## src/rtl/proc_pkg.sv

```systemverilog
// Shared processor definitions: loader FSM states, opcodes and instruction field positions.
// Instruction layout is {opcode[7:6], rd[5:4], rs1[3:2], rs2[1:0]}.
package proc_pkg;
    typedef enum logic [2:0] {
        S_IDLE,
        S_HDR,
        S_LOAD,
        S_CHK,
        S_DONE,
        S_ERR
    } state_t;

    localparam logic [1:0] OP_ADD = 2'b00;
    localparam logic [1:0] OP_SUB = 2'b01;
    localparam logic [1:0] OP_AND = 2'b10;
    localparam logic [1:0] OP_OR  = 2'b11;

    localparam int OPC_MSB = 7;
    localparam int OPC_LSB = 6;
    localparam int RD_MSB  = 5;
    localparam int RD_LSB  = 4;
    localparam int RS1_MSB = 3;
    localparam int RS1_LSB = 2;
    localparam int RS2_MSB = 1;
    localparam int RS2_LSB = 0;

    function automatic logic [1:0] get_opcode(input logic [7:0] instr);
        return instr[OPC_MSB:OPC_LSB];
    endfunction
endpackage

```

## src/rtl/prog_mem.sv

```systemverilog
// Program memory, DEPTH x IW: one synchronous write port, async read, synchronous clear.
// Writes are visible on the read port the cycle after; no backpressure.
module prog_mem #(
    parameter int DEPTH = 8,
    parameter int AW    = 3,
    parameter int IW    = 8
) (
    input  logic          clk,
    input  logic          rst,
    input  logic          i_clr,
    input  logic          i_we,
    input  logic [AW-1:0] i_waddr,
    input  logic [IW-1:0] i_wdata,
    input  logic [AW-1:0] i_raddr,
    output logic [IW-1:0] o_rdata
);
    logic [IW-1:0] r_mem [DEPTH];

    always_ff @(posedge clk or posedge rst) begin
        if (rst) begin
            for (int i = 0; i < DEPTH; i++) r_mem[i] <= '0;
        end else if (i_clr) begin
            for (int i = 0; i < DEPTH; i++) r_mem[i] <= '0;
        end else if (i_we) begin
            r_mem[i_waddr] <= i_wdata;
        end
    end

    // Addresses beyond DEPTH (non power-of-two depths) read as empty words.
    assign o_rdata = (int'(i_raddr) < DEPTH) ? r_mem[i_raddr] : '0;
endmodule

```

## src/rtl/prog_loader.sv

```systemverilog
// Byte-stream program loader (header N, N instructions, optional checksum when PROG_LOADER_CHKSUM_EN is defined).
// One byte per cycle when in_valid && in_ready; in_ready is purely state-based, so stalls never drop bytes.
module prog_loader
    import proc_pkg::*;
#(
    parameter int DEPTH = 8,
    parameter int AW    = 3,
    parameter int IW    = 8
) (
    input  logic          clk,
    input  logic          reset,
    input  logic          start,
    input  logic [7:0]    in_data,
    input  logic          in_valid,
    output logic          in_ready,
    input  logic [AW-1:0] rd_addr,
    output logic [IW-1:0] rd_instr,
    output logic [AW:0]   prog_len,
    output logic          busy,
    output logic          done,
    output logic          err,
    output logic          run_en
);
    localparam logic [AW:0] ONE = 1;

    state_t      r_state;
    state_t      w_next;
    logic [AW:0] r_len;
    logic [AW:0] r_ptr;
`ifdef PROG_LOADER_CHKSUM_EN
    logic [7:0]  r_sum;
`endif

    logic w_xfer;
    logic w_start_ok;
    logic w_hdr_bad;
    logic w_last;
    logic w_we;

    assign w_xfer     = in_valid && in_ready;
    assign w_start_ok = start && (r_state == S_IDLE || r_state == S_DONE || r_state == S_ERR);
    assign w_hdr_bad  = (in_data == 8'd0) || (int'(in_data) > DEPTH);
    assign w_last     = (r_ptr + ONE) == r_len;
    assign w_we       = (r_state == S_LOAD) && w_xfer;

    always_ff @(posedge clk or posedge reset) begin
        if (reset) r_state <= S_IDLE;
        else       r_state <= w_next;
    end

    always_comb begin
        w_next = r_state;
        case (r_state)
            S_IDLE, S_DONE, S_ERR: if (start) w_next = S_HDR;
            S_HDR:  if (w_xfer) w_next = w_hdr_bad ? S_ERR : S_LOAD;
`ifdef PROG_LOADER_CHKSUM_EN
            S_LOAD: if (w_xfer && w_last) w_next = S_CHK;
            S_CHK:  if (w_xfer) w_next = (in_data == r_sum) ? S_DONE : S_ERR;
`else
            S_LOAD: if (w_xfer && w_last) w_next = S_DONE;
`endif
            default: w_next = S_IDLE;
        endcase
    end

    always_comb begin
        in_ready = 1'b0;
        busy     = 1'b0;
        done     = 1'b0;
        err      = 1'b0;
        run_en   = 1'b0;
        case (r_state)
            S_HDR, S_LOAD, S_CHK: begin
                in_ready = 1'b1;
                busy     = 1'b1;
            end
            S_DONE: begin
                done   = 1'b1;
                run_en = 1'b1;
            end
            S_ERR:   err = 1'b1;
            default: ;
        endcase
    end

    always_ff @(posedge clk or posedge reset) begin
        if (reset) begin
            r_len <= '0;
            r_ptr <= '0;
`ifdef PROG_LOADER_CHKSUM_EN
            r_sum <= '0;
`endif
        end else if (w_start_ok) begin
            r_len <= '0;
            r_ptr <= '0;
`ifdef PROG_LOADER_CHKSUM_EN
            r_sum <= '0;
`endif
        end else if (r_state == S_HDR && w_xfer && !w_hdr_bad) begin
            r_len <= in_data[AW:0];
        end else if (w_we) begin
            r_ptr <= r_ptr + ONE;
`ifdef PROG_LOADER_CHKSUM_EN
            r_sum <= r_sum + in_data;
`endif
        end
    end

    assign prog_len = r_len;

    prog_mem #(
        .DEPTH (DEPTH),
        .AW    (AW),
        .IW    (IW)
    ) u_mem (
        .clk     (clk),
        .rst     (reset),
        .i_clr   (w_start_ok),
        .i_we    (w_we),
        .i_waddr (r_ptr[AW-1:0]),
        .i_wdata (IW'(in_data)),
        .i_raddr (rd_addr),
        .o_rdata (rd_instr)
    );
endmodule

```

## config.mk

```make
export PLATFORM = sky130hd
export DESIGN_NAME = prog_loader
export DESIGN_NICKNAME = d
export VERILOG_FILES = /design/src/rtl/proc_pkg.sv /design/src/rtl/prog_mem.sv /design/src/rtl/prog_loader.sv
export SDC_FILE = /design/constraint.sdc
export NUM_CORES = 1
export LEC_CHECK = 0
export ABC_AREA = 1
export CAP_MARGIN = 20
export CORE_MARGIN = 1
export CORE_UTILIZATION = 41
export CTS_CLUSTER_DIAMETER = 80
export CTS_CLUSTER_SIZE = 28
export DETAILED_ROUTE_END_ITERATION = 16
export MAX_ROUTING_LAYER = met4
export SLEW_MARGIN = 20
export SYNTH_ARGS = -nofsm -noshare
export SYNTH_HDL_FRONTEND = slang
export SYNTH_SLANG_ARGS = --single-unit
```

## constraint.sdc

```tcl
create_clock -name clk -period 2.7 [get_ports clk]
set_input_delay 0.54 -clock clk [delete_from_list [all_inputs] [get_ports clk]]
set_output_delay 0.54 -clock clk [all_outputs]
set_load 0.05 [all_outputs]
```

==> results.ini <==
[run_status]
outcome = completed

[power]
swShare_pct = 34.61
p_clk_share_pct = 30.3
power_frac_seq_pct = 40.9
powerDensity_nw_per_um2 = 611.6
p_comb_share_pct = 28.7
internal_power_w = 0.001854
irDropWorstVdd_mv = 0.3706
p_leak_nw = 2.032
p_sw_w = 0.0009810

[finish]
final_cell_area_um2 = 4634
fillerInstances = 898
drive_above_1_share_pct = 19.75
nets = 483
diodes = 0
areaGrowthSynthToFinish_pct = 19.95

[logic_synthesis]
ys_seq_area_share_pct = 48.58
dominantRegCellSynth = dfrtp_1
synthAdderAreaFrac_pct = 0.3238
syn-instance-count = 428
ys_types = 36
synth_nets = 444
synth_mux_area_share_pct = 0
yosys_warnings = 0
synth_area_um2 = 3864
yosys.area_share.simple_pct = 19.27
synth.avg_cell_area_um2 = 9.027
synth_top_family_by_area = compound AO/OA/AOI/OAI gates
ys_ff_latch = 75
synth_xor_area_share_pct = 0.2267
synth_edf_count = 0
synth_compound_area_share_pct = 22.22
async_flop_share_pct = 100.0

[global_route]
antenna_found_initial = 0
track_usage_pct = 22.65
grt-ovfl-total = 0
first_global_vias = 3141
grt_max_degree = 46
grt_pass1_wl_um = 16280

[job]
cap_violations = 0

[clock_network]
clk_pin_slew_worst_paths_ps = 80
insertion_delay_ps = 350
cts_tree = yes
cts-root-buf = clkbuf_8
post-cts-setup-buffers = 0
numClockSinks = 75
numCtsBuffers = 9
cts-hold-fix-buffers = 0
htreeDepth = 3
clock_path_buffers = 2

[routing]
ant_nets = 0
drc = 0
totalWireLength_um = 9853
num_vias = 3194
dr.first_iter.drc_count = 209
avgViaCountPerCell = 5.488
dr.pass1.iters = 4
avgRoutedWirePerCell_um = 16.93

[timing]
skew_ps = 6.497
setup_viol = 0
rsz0062_at_grt = false
fmax_mhz = 391.6
tightest_slew_ps = 490.6
drv_slew = 0
post-route-min-period_ps = 2553
maxSlewHeadroom_pct = 67.19
hold_violations = 0
fin_crit_sh_pct = 94.57
tns_ps = 0

[place]
place_area_um2 = 4427
dp_hpwl_um = 6885
port_buffers = 31
globalplace.congestion = 0.9008

[die]
fp.dieW_um = 99.08
die_h_um = 99.08
die_area_um2 = 9816
io_pins = 32
rows = 35
core_area_um2 = 9196
start_util_pct = 42.01

[min_path]
hold_path.class = flop to flop

[worst_setup_path]
critPathMaxFanout = 5
crit_arrival_ps = 2010
crit_required_ps = 2160
critPathLaunchType = flop
crit_type = flop to output port
worstSetupEndpointType = output port

[logic make-up after synthesis]
group	Yosys count
adders and majority gates	1
buffers and inverters	78
AOI/OAI and AO/OA	147
xor gates and xnor gates	1
DFF	75
and+or+nand+nor	126
[per-stage QoR]
step	hold slack [ps]	power, W	utilization, %	instances	setup WS [ps]
2_1_floorplan	472.2	0.001734	-	428	83.96
4_1_cts	514.6	0.002848	50.23	582	8.614
3_5_place_dp	496.4	0.001997	48.14	567	13.30
6_report	511.4	0.002835	50.39	582	146.7
3_3_place_gp	487.0	0.001985	48.14	567	10.03
5_1_grt	531.6	0.002962	50.39	582	66.84
[final timing paths]
check	start	to	slack, ps	depth (start not counted)
setup / recovery	r_state[1]$_DFFE_PP0P_	err	150	2
hold reg to reg	u_mem.r_mem[28]$_DFFE_PP0P_	u_mem.r_mem[28]$_DFFE_PP0P_	510	2
setup reg to reg	r_state[2]$_DFFE_PP0P_	u_mem.r_mem[33]$_DFFE_PP0P_	760	5
min in group asynchronous	reset	prog_len[3]$_DFFE_PP0P_	520	2
hold / removal	u_mem.r_mem[28]$_DFFE_PP0P_	u_mem.r_mem[28]$_DFFE_PP0P_	510	2
max in group asynchronous	reset	u_mem.r_mem[22]$_DFFE_PP0P_	1400	4
[synthesized netlist by cell type, types with 2 or more instances]
master | instances | share of area, %
nand2_1 | 36 | 3.5
nor2_1 | 17 | 1.7
o22ai_1 | 28 | 4.5
a31oi_1 | 8 | 1.3
buf_6 | 4 | 1.2
nand4_2 | 2 | 0.65
nand3_2 | 5 | 1.3
nand2_2 | 3 | 0.49
a21oi_1 | 28 | 3.6
o21ai_2 | 16 | 3.6
o21ai_1 | 10 | 1.3
clkbuf_1 | 9 | 0.87
nor2_2 | 3 | 0.49
nand4_4 | 6 | 3.3
inv_1 | 45 | 4.4
dfrtp_1 | 75 | 49
buf_4 | 3 | 0.58
inv_2 | 5 | 0.49
o21ai_0 | 54 | 7.0
buf_2 | 10 | 1.3
nand3_1 | 46 | 6.0
[layout make-up]
type                       count  area [um^2]  area share (%)
clock inverter                 4        51.30           1.107
sequential                    75         1877           40.50
clock buffer                  11        141.4           3.051
tap                          111        138.9           2.997
inverter                      51        191.4           4.131
multi-input combinational    275         1630           35.18
timing repair buffer          55        604.3           13.04
[power by group through the flow]
stage	combinational, W	clock, W	sequential, W
2_1_floorplan	0.000552	0	0.00118
3_5_place_dp	0.000814	0	0.00118
5_1_grt	0.000875	0.000925	0.00116
3_3_place_gp	0.000803	0	0.00118
4_1_cts	0.000816	0.000872	0.00116
6_report	0.000814	0.000860	0.00116
[cell usage in the layout, fill, tap and decap left out, types with 2 or more instances in the layout]
cell / n
nand4_4: 6
nor2_2: 3
o21ai_2: 16
nand2_2: 3
nand3_2: 5
o21ai_1: 14
nand4_2: 2
o22ai_1: 28
inv_1: 44
a31oi_1: 7
buf_4: 21
buf_12: 10
nor2_1: 17
dfrtp_1: 75
clkdlybuf4s50_1: 21
a21oi_1: 28
o21ai_0: 50
clkbuf_8: 10
nand2_1: 36
nand3_1: 46
dlymetal6s2s_1: 2
inv_2: 6
[routing by layer]
metal  GRT usage [%]  up-vias  wire (um)
met4           9.163        0        333
li1                -     1570          -
met1           28.78     1512       4379
met5               -        -          0
met2           34.91       88       4721
met3           5.461       24        420
[sequential cells by signal, indices dropped and copies added (netlist names)]
name         count
r_state          3
u_mem.r_mem     64
prog_len         4
r_ptr            4
[worst max-delay path, stage by stage (launching register included)]
cell and delay (ps):
dfrtp_1 460, nor3_2 340, clkdlybuf4s50_1 870
[what timing repair did]
action | CTS | global route
gates resized for setup | 0 | 8
setup endpoints to repair | 0 | 7
hold endpoints to repair | 0 | 0
Note: power is estimated with default switching activity, not from simulation.
